**config.mk**
```make
export PLATFORM = sky130hd
export DESIGN_NAME = alu_mul_seq
export DESIGN_NICKNAME = d
export VERILOG_FILES = /design/src/rtl/alu_mul_seq_pkg.sv /design/src/rtl/alu_mul_seq_alu.sv /design/src/rtl/alu_mul_seq.sv
export SDC_FILE = /design/constraint.sdc
export NUM_CORES = 1
export LEC_CHECK = 0
export ABC_CLOCK_PERIOD_IN_PS = 5150
export CORE_MARGIN = 8
export CORE_UTILIZATION = 45
export CTS_CLUSTER_DIAMETER = 80
export DETAILED_ROUTE_END_ITERATION = 10
export HOLD_SLACK_MARGIN = 0.05
export PLACE_DENSITY = 0.78
export SLEW_MARGIN = 15
export SYNTH_ARGS = -nofsm -noshare
export SYNTH_HDL_FRONTEND = slang
export SYNTH_HIERARCHICAL = 1
export SYNTH_SLANG_ARGS = --single-unit
export TNS_END_PERCENT = 30
```
**constraint.sdc**
```tcl
create_clock -name clk -period 5.15 [get_ports clk]
set_input_delay 1.03 -clock clk [delete_from_list [all_inputs] [get_ports clk]]
set_output_delay 1.03 -clock clk [all_outputs]
set_load 0.05 [all_outputs]
```
**src/rtl/alu_mul_seq_pkg.sv**
```systemverilog
// alu_mul_seq_pkg: state encodings and ALU control constants shared by the ALU sequencer.
package alu_mul_seq_pkg;
    typedef enum logic [2:0] {S_IDLE, S_ADD, S_DBL, S_EXEC, S_DONE} state_t;
    localparam logic [5:0] ALU_CTRL_ADD  = 6'b000010;
    localparam logic [5:0] ALU_CTRL_SUB  = 6'b010011;
    localparam logic [5:0] ALU_CTRL_IDLE = 6'b000000;
endpackage

```
**src/rtl/alu_mul_seq_alu.sv**
```systemverilog
// ALU: combinational Hack ALU (zero/negate x and y, add or and, optionally negate the result).
module ALU (
    input  logic [15:0] x,
    input  logic [15:0] y,
    input  logic        zx,
    input  logic        nx,
    input  logic        zy,
    input  logic        ny,
    input  logic        f,
    input  logic        no,
    output logic [15:0] out
);
    logic [15:0] x1, x2, y1, y2, o;
    always_comb begin
        x1  = zx ? '0 : x;
        x2  = nx ? ~x1 : x1;
        y1  = zy ? '0 : y;
        y2  = ny ? ~y1 : y1;
        o   = f ? x2 + y2 : x2 & y2;
        out = no ? ~o : o;
    end
endmodule

```
**src/rtl/alu_mul_seq.sv**
```systemverilog
// alu_mul_seq: time-shares one Hack ALU for shift-and-add 16-bit multiply.
// Define ALU_SEQ_DIRECT_EN to add the single-pass DIRECT command (in_op=1, in_ctrl).
module alu_mul_seq
    import alu_mul_seq_pkg::*;
#(
    parameter int MUL_EARLY_EXIT = 1
) (
    input  logic        clk,
    input  logic        reset,
    input  logic        in_valid,
    output logic        in_ready,
    input  logic        in_op,
    input  logic [5:0]  in_ctrl,
    input  logic [15:0] in_a,
    input  logic [15:0] in_b,
    output logic        out_valid,
    input  logic        out_ready,
    output logic [15:0] out_res,
    output logic        out_zr,
    output logic        out_ng
);
    localparam bit EARLY = MUL_EARLY_EXIT != 0;

    state_t      state_q, state_d;
    logic [15:0] acc_q, acc_d, a_sh_q, a_sh_d, b_sh_q, b_sh_d;
    logic [3:0]  cnt_q, cnt_d;
    logic [15:0] alu_x, alu_y, alu_out;
    logic [5:0]  alu_ctrl;
`ifdef ALU_SEQ_DIRECT_EN
    logic [5:0]  ctrl_q, ctrl_d;
`else
    logic        unused_direct;
    assign unused_direct = ^{in_op, in_ctrl};
`endif

    ALU u_alu (
        .x(alu_x), .y(alu_y),
        .zx(alu_ctrl[5]), .nx(alu_ctrl[4]), .zy(alu_ctrl[3]),
        .ny(alu_ctrl[2]), .f(alu_ctrl[1]), .no(alu_ctrl[0]),
        .out(alu_out)
    );

    always_comb begin
        state_d  = state_q;
        acc_d    = acc_q;
        a_sh_d   = a_sh_q;
        b_sh_d   = b_sh_q;
        cnt_d    = cnt_q;
        alu_x    = '0;
        alu_y    = '0;
        alu_ctrl = ALU_CTRL_IDLE;
`ifdef ALU_SEQ_DIRECT_EN
        ctrl_d   = ctrl_q;
`endif
        case (state_q)
            S_IDLE: if (in_valid) begin
                acc_d   = '0;
                a_sh_d  = in_a;
                b_sh_d  = in_b;
                cnt_d   = '0;
                state_d = in_b == '0 ? S_DONE : in_b[0] ? S_ADD : S_DBL;
`ifdef ALU_SEQ_DIRECT_EN
                ctrl_d  = in_ctrl;
                if (in_op) state_d = S_EXEC;
`endif
            end
            S_ADD: begin
                alu_x    = acc_q;
                alu_y    = a_sh_q;
                alu_ctrl = ALU_CTRL_ADD;
                acc_d    = alu_out;
                // cnt_q is the index of the multiplier bit now in b_sh_q[0]
                state_d  = ((EARLY && b_sh_q[15:1] == '0) || cnt_q == 4'd15) ? S_DONE : S_DBL;
            end
            S_DBL: begin
                alu_x    = a_sh_q;
                alu_y    = a_sh_q;
                alu_ctrl = ALU_CTRL_ADD;
                a_sh_d   = alu_out;
                b_sh_d   = b_sh_q >> 1;
                cnt_d    = cnt_q + 4'd1;
                state_d  = ((EARLY && b_sh_d == '0) || (!b_sh_d[0] && cnt_d == 4'd15)) ? S_DONE :
                           b_sh_d[0] ? S_ADD : S_DBL;
            end
`ifdef ALU_SEQ_DIRECT_EN
            S_EXEC: begin
                alu_x    = a_sh_q;
                alu_y    = b_sh_q;
                alu_ctrl = ctrl_q;
                acc_d    = alu_out;
                state_d  = S_DONE;
            end
`endif
            S_DONE: if (out_ready) state_d = S_IDLE;
            default: state_d = S_IDLE;
        endcase
    end

    always_ff @(posedge clk) begin
        if (reset) begin
            state_q <= S_IDLE;
            acc_q   <= '0;
            a_sh_q  <= '0;
            b_sh_q  <= '0;
            cnt_q   <= '0;
`ifdef ALU_SEQ_DIRECT_EN
            ctrl_q  <= ALU_CTRL_IDLE;
`endif
        end else begin
            state_q <= state_d;
            acc_q   <= acc_d;
            a_sh_q  <= a_sh_d;
            b_sh_q  <= b_sh_d;
            cnt_q   <= cnt_d;
`ifdef ALU_SEQ_DIRECT_EN
            ctrl_q  <= ctrl_d;
`endif
        end
    end

    assign in_ready  = state_q == S_IDLE;
    assign out_valid = state_q == S_DONE;
    assign out_res   = out_valid ? acc_q : '0;
    assign out_zr    = out_valid && acc_q == '0;
    assign out_ng    = out_valid && acc_q[15];
endmodule

```
==> results of run 1 <==
[worst max-delay path by stage]
stage	start	end	slack (ns)	cells past startpoint
after global placement	state_q[0]	a_sh_q[14]	0.93	17
after global routing	state_q[0]	a_sh_q[14]	0.40	17
after detailed placement	state_q[0]	a_sh_q[14]	0.76	17
after floorplan	state_q[0]	a_sh_q[13]	1.52	17
final	state_q[0]	a_sh_q[14]	0.74	17
after CTS	state_q[0]	a_sh_q[13]	0.74	16
[flip-flops by register name, summed over array words and instances, names as in the netlist]
name,flops
acc_q,16
cnt_q,4
a_sh_q,16
state_q,3
b_sh_q,15
[metrics by stage]
step / util / cell area, µm² / total power [W] / hold slack [ns]
2_1_floorplan: - / 4680 / 0.000962 / 0.444
3_3_place_gp: 0.512 / 5190 / 0.00106 / 0.456
3_5_place_dp: 0.512 / 5190 / 0.00108 / 0.469
4_1_cts: 0.521 / 5280 / 0.00133 / 0.485
5_1_grt: 0.521 / 5280 / 0.00142 / 0.513
6_report: 0.521 / 5280 / 0.00133 / 0.477
[report_power, final]
part           internal [W]  switching [W]
logic              0.000234       0.000340
registers          0.000466      0.0000444
clock network     0.0000990       0.000151
[layer usage]
layer,vias up,track usage,part of all wire
li1,2206,-,-
met1,2155,0.218,0.43
met2,137,0.305,0.49
met3,21,0.0334,0.053
met4,0,0.0776,0.024
met5,-,0,0
[cell usage after synthesis (all sizes together) (2+ instances only)]
cell type / number / area [µm²]
o211ai: 3 / 22.5
a22o: 16 / 140
o21a: 2 / 15.0
dfxtp: 54 / 1080
nor4: 38 / 300
xor2: 3 / 26.3
a22oi: 6 / 45.0
or2b: 2 / 16.3
a211o: 2 / 17.5
nor3: 9 / 45.0
nand4: 2 / 12.5
nor2b: 6 / 37.5
buf: 18 / 128
mux2i: 11 / 110
ha: 18 / 225
o2111a: 2 / 22.5
nand2b: 35 / 219
o311ai: 2 / 17.5
or4b: 2 / 23.8
a221oi: 2 / 23.8
o21ai: 11 / 58.8
nand4b: 2 / 17.5
and4: 2 / 17.5
a31oi: 6 / 37.5
and2: 34 / 213
inv: 6 / 22.5
or3b: 2 / 17.5
nor3b: 6 / 50.1
nor2: 97 / 364
or3: 2 / 12.5
and3: 4 / 27.5
or4: 2 / 15.0
xnor2: 51 / 447
a21oi: 41 / 205
nand3: 27 / 135
clkbuf: 30 / 134
a21o: 4 / 32.5
a211oi: 2 / 15.0
nand2: 40 / 158
[worst max-delay path: stages, from the launching register on]
cell       delay, ns
dfxtp_1         0.55
nand2b_1        0.15
or2_2           0.48
nand2_1         0.19
buf_4           0.31
and2_1          0.17
nand2b_1        0.06
xnor2_1         0.14
ha_1            0.33
and3_1          0.22
a221oi_2        0.41
a2bb2oi_1       0.22
buf_4           0.17
nor3_1          0.05
nor4_1          0.18
o311ai_0        0.29
a22oi_1         0.24
a21oi_1         0.09
[final cells by class]
type	instances	area, µm²
clock buffers	6	72.6
multi-input cells	524	3320
fillers	955	4860
inverters	6	22.5
clock inverters	2	17.5
repair buffers	62	598
well taps	136	170
flip-flops and latches	54	1080
[logic make-up (layout without fill, tap and decap cells)]
logic type,Yosys count,after routing,synth area share
adder cells (fa/ha/maj),19,19,0.0532
XOR/XNOR,54,54,0.103
AND/OR/NAND/NOR,315,315,0.370
multiplexers,11,11,0.0239
buffers and inverters,54,76,0.0617
flip-flops,54,54,0.235
other,1,20,0.000814
AO/OA/AOI/OAI,105,105,0.153
==> run_results.csv, run 1 <==
group,metric,value,unit
placement,dpl.cell_count,782,
finish,antennaDiodeCount,0,
power_and_ir_drop,power_leakage,1.94,nW
sta,fmaxAchievable,227,MHz
min_path,whs_path_depth,2,
placement,hpwl,8880,µm
global_routing,gr-total-overflow,0,
clock_network,cts-root-buf,"clkbuf_8",
power_and_ir_drop,p_per_area,253,nW/µm²
finish,nets,715,
die,initial_utilization,0.454,
sta,relSlewSlack,0.294,
finish,layout-drive-gt1-share,0.0627,
worst_setup_path,r2r_slack,0.74,ns
sta,hold_viol,0,
clock_network,clock_path_buffers,2,
detailed_routing,vias,4519,
sta,tns,0,ns
sta,rsz0062_at_grt,"no",
global_routing,grt_max_degree,54,
sta,post-route-period-util,0.857,
worst_setup_path,critPathRequiredTime,5.31,ns
synthesis,syn_inst,613,
synthesis,synth_top_flop_cell,"dfxtp_1",
min_path,min_path_type,"register to register",
detailed_routing,ant_nets,0,
clock_network,cts.clk_slew.worst_paths,0.10,ns
synthesis,ys_seq_area_frac,0.235,
clock_network,htreeDepth,2,
synthesis,synth_warnings,6,
synthesis,postSynth.asyncResetShare,0,
finish,syn2layout_area_growth,14.7,%
die,fp.coreArea,10100,µm²
status,status,"finished, final reports clean",
clock_network,cts_tree,"built",
global_routing,grt_usage,0.180,
job,maxCapViolCount,0,
min_path,min_to,"a_sh_q[15]",
worst_setup_path,path_max_fanout,23,
placement,place_congestion,0.913,
worst_setup_path,r2r-start,"state_q[0]",
finish,mostFrequentLayoutCells,"nor2_1 (96), dfxtp_1 (54), clkdlybuf4s50_1 (54)",
die,ios,63,
synthesis,synth.avg_cell_area,7.51,µm²
die,die-area,13700,µm²
sta,skew,0.00791,ns
worst_setup_path,crit_type,"register to register",
finish,layout_commonest_cell,"nor2_1",
clock_network,cts_hold_buf,0,
clock_network,cts_setup_buffers,0,
worst_setup_path,r2r_cells,17,
worst_setup_path,r2r_end,"a_sh_q[14]",
detailed_routing,post_drt_wl_per_cell,15.4,µm
synthesis,synth_area,4610,µm²
power_and_ir_drop,vdd_drop_max,0.171,mV
clock_network,clock_latency,0.32,ns
clock_network,cts.sinks,54,
detailed_routing,drc,0,
finish,finalNonFillerCells,790,
sta,worst_slack,0.736,ns
worst_setup_path,worstPathArrival,4.58,ns
placement,place_ws,0.760,ns
sta,setup_viol_count_final,0,
placement,portBuffers,55,
worst_setup_path,start_kind,"register",
worst_setup_path,critPathCaptureType,"register",
clock_network,numCtsBuffers,5,
detailed_routing,drtPass1Iterations,7,
die,fp.dieH,117,µm
sta,tightest_slew,1.06,ns
die,num_rows,37,
die,dieWidth,117,µm
sta,fin_crit,4.41,ns
detailed_routing,wirelength,12200,µm
global_routing,antenna_found_initial,0,
synthesis,ys_seq_elements,54,
detailed_routing,dr.first_iter.drc_count,230,
synthesis,synth_edf_count,0,
min_path,hp-start,"a_sh_q[15]",
detailed_routing,vias_per_cell,5.72,
global_routing,first_global_vias,4287,
global_routing,grt_pass1_wl,20000,µm
sta,finalMaxSlewViolations,0,
clock_network,cts_resized,0,
synthesis,synth_cell_types,67,
Note: power is estimated with default switching activity, not from simulation.
==> run 2, diff against run 1 <==
CORE_UTILIZATION = 56   (was 45)
PLACE_DENSITY = 0.91   (was 0.78)
==> run 2 against run 1 <==
  * Worst setup slack worse by 0.23 ns
  * Critical endpoint unchanged
  * Via count is 3.3% higher
  * Sequential share of layout area is 0.12 points higher
  * First-iteration DRC count is 44% higher
  * Power is 2.0% higher
  * Combinational power is 2% higher
  * Clock skew is 0.0060 ns higher
  * Critical path depth is 1 lower
  * Global-route usage is 4.6 points higher
==> run_results.csv, run 2 (synthesized netlist as in run 1, its figures left out) <==
group,metric,value,unit
die,ios,63,
worst_setup_path,critPathSlowestCell,"dfxtp_1",
sta,setup_viol_count_final,0,
power_and_ir_drop,power.switching,0.000559,W
sta,tns,0,ns
detailed_routing,vias_per_cell,6.15,
placement,place_congestion,0.901,
detailed_routing,post_drt_wl_per_cell,16.9,µm
clock_network,cts_resized,0,
worst_setup_path,critPathRequiredTime,5.32,ns
global_routing,gr-total-overflow,0,
status,status,"finished, final reports clean",
sta,skew,0.0139,ns
sta,fmaxAchievable,215,MHz
finish,syn2layout_area_growth,14.0,%
placement,dpl.cell_count,751,
clock_network,cts.sinks,54,
detailed_routing,dr.first_iter.drc_count,332,
sta,fin_crit,4.64,ns
detailed_routing,drc,0,
die,fp.dieH,107,µm
worst_setup_path,crit_type,"register to register",
global_routing,grt_usage,0.226,
detailed_routing,wl_met2,6320,µm
die,fp.coreArea,8090,µm²
placement,hpwl,9210,µm
detailed_routing,wl_met1,5090,µm
worst_setup_path,path_max_fanout,21,
die,die-area,11400,µm²
min_path,whs_path_depth,2,
clock_network,htreeDepth,2,
detailed_routing,vias,4666,
min_path,min_path_type,"register to register",
clock_network,clock_path_buffers,2,
sta,rsz0062_at_grt,"no",
job,maxCapViolCount,0,
clock_network,clock_latency,0.33,ns
sta,post-route-period-util,0.902,
sta,finalMaxSlewViolations,0,
worst_setup_path,r2r-start,"state_q[0]",
clock_network,numCtsBuffers,5,
worst_setup_path,r2r_cells,16,
worst_setup_path,r2r_end,"a_sh_q[14]",
finish,nets,715,
worst_setup_path,worstPathArrival,4.81,ns
detailed_routing,wl_met3,898,µm
clock_network,cts.clk_slew.worst_paths,0.10,ns
power_and_ir_drop,p_per_area,259,nW/µm²
power_and_ir_drop,power_leakage,1.95,nW
global_routing,first_global_vias,4674,
power_and_ir_drop,p_int,0.000802,W
finish,layout_commonest_cell,"nor2_1",
detailed_routing,wirelength,12800,µm
clock_network,cts_tree,"built",
sta,relSlewSlack,0.308,
finish,mostFrequentLayoutCells,"nor2_1 (96), dfxtp_1 (54), clkdlybuf4s50_1 (54)",
placement,portBuffers,55,
global_routing,antenna_found_initial,0,
power_and_ir_drop,swShare,0.411,
global_routing,grt_pass1_wl,21600,µm
min_path,hp-start,"a_sh_q[13]",
clock_network,cts_setup_buffers,0,
sta,tightest_slew,1.04,ns
die,num_rows,33,
power_and_ir_drop,vdd_drop_max,0.201,mV
finish,reg_top3,"a_sh_q x16, acc_q x16, b_sh_q x15",
detailed_routing,drtPass1Iterations,6,
die,dieWidth,107,µm
worst_setup_path,critPathCaptureType,"register",
die,initial_utilization,0.569,
global_routing,grt_max_degree,54,
finish,finalNonFillerCells,759,
power_and_ir_drop,combPwrFrac,0.429,
worst_setup_path,slowest_delay,0.54,ns
min_path,min_to,"a_sh_q[13]",
finish,utilization,0.649,
power_and_ir_drop,clock_power_share,0.194,
clock_network,cts_hold_buf,0,
worst_setup_path,path_cells,"nand2b_1 -> or2_2 -> nand2_1 -> buf_4 -> and2_1 -> nand2b_1 -> xnor2_1 -> ha_1 -> and3_1 -> a221oi_2 -> a2bb2oi_1 -> nor3_1 -> nor4_1 -> o311ai_0 -> a22oi_1 -> a21oi_1",
finish,layout-drive-gt1-share,0.0642,
worst_setup_path,r2r_slack,0.51,ns
clock_network,cts-root-buf,"clkbuf_8",
detailed_routing,top_layer,"met4",
worst_setup_path,cp_common_cell,"nand2b_1",
power_and_ir_drop,p_seq_frac,0.376,
worst_setup_path,start_kind,"register",
sta,hold_viol,0,
finish,antennaDiodeCount,0,
detailed_routing,ant_nets,0,
==> run 2: changes by cell type in the layout (fill, tap and decap cells not counted), sizes merged <==
cell	change
clkbuf	-1
inv	+1
==> run 2: worst max-delay path by stage <==
stage                    start         end  slack (ns)  cells past startpoint
global route        state_q[0]  a_sh_q[14]        0.18                     16
CTS                 state_q[0]  a_sh_q[14]        0.58                     16
finish              state_q[0]  a_sh_q[14]        0.51                     16
floorplan           state_q[0]  a_sh_q[13]        1.52                     17
global placement    state_q[0]  a_sh_q[14]        0.80                     16
detailed placement  state_q[0]  a_sh_q[14]        0.60                     16
==> run 2: cell type report <==
type | instances | area, µm²
Tap cell | 105 | 131
Fill cell | 654 | 2840
Inverter | 6 | 22.5
Multi-Input combinational cell | 524 | 3320
Sequential cell | 54 | 1080
Clock inverter | 3 | 28.8
Clock buffer | 5 | 68.8
Timing Repair Buffer | 62 | 598
==> run 2: power groups by stage <==
stage	Clock [W]	Sequential [W]	Combinational [W]
after detailed placement	0	0.000520	0.000563
final	0.000264	0.000512	0.000584
after floorplan	0	0.000503	0.000459
after global placement	0	0.000517	0.000538
after CTS	0.000267	0.000511	0.000569
after global routing	0.000282	0.000519	0.000640
==> run 2: layer usage <==
| metal | global-route usage | up-vias |
|---|---|---|
| li1 | - | 2205 |
| met1 | 0.262 | 2167 |
| met2 | 0.397 | 239 |
| met3 | 0.0354 | 55 |
| met4 | 0.104 | 0 |
| met5 | 0 | - |
==> run 2: per-stage QoR <==
step / worst slack, ns / power, W / hold slack [ns] / cell area (µm²)
floorplan: 1.52 / 0.000962 / 0.444 / 4680
global placement: 0.803 / 0.00106 / 0.456 / 5150
detailed placement: 0.601 / 0.00108 / 0.471 / 5150
CTS: 0.580 / 0.00135 / 0.491 / 5250
global route: 0.181 / 0.00144 / 0.530 / 5250
finish: 0.506 / 0.00136 / 0.489 / 5250
==> run 2: worst max-delay path, delay by kind of cell, from the launching register on <==
| family | cells | cell delay, ns |
|---|---|---|
| simple gates | 8 | 1.66 |
| compound gates | 5 | 1.47 |
| flops | 1 | 0.54 |
| buf+inv | 1 | 0.33 |
| fa+ha+maj | 1 | 0.33 |
| xor+xnor | 1 | 0.13 |
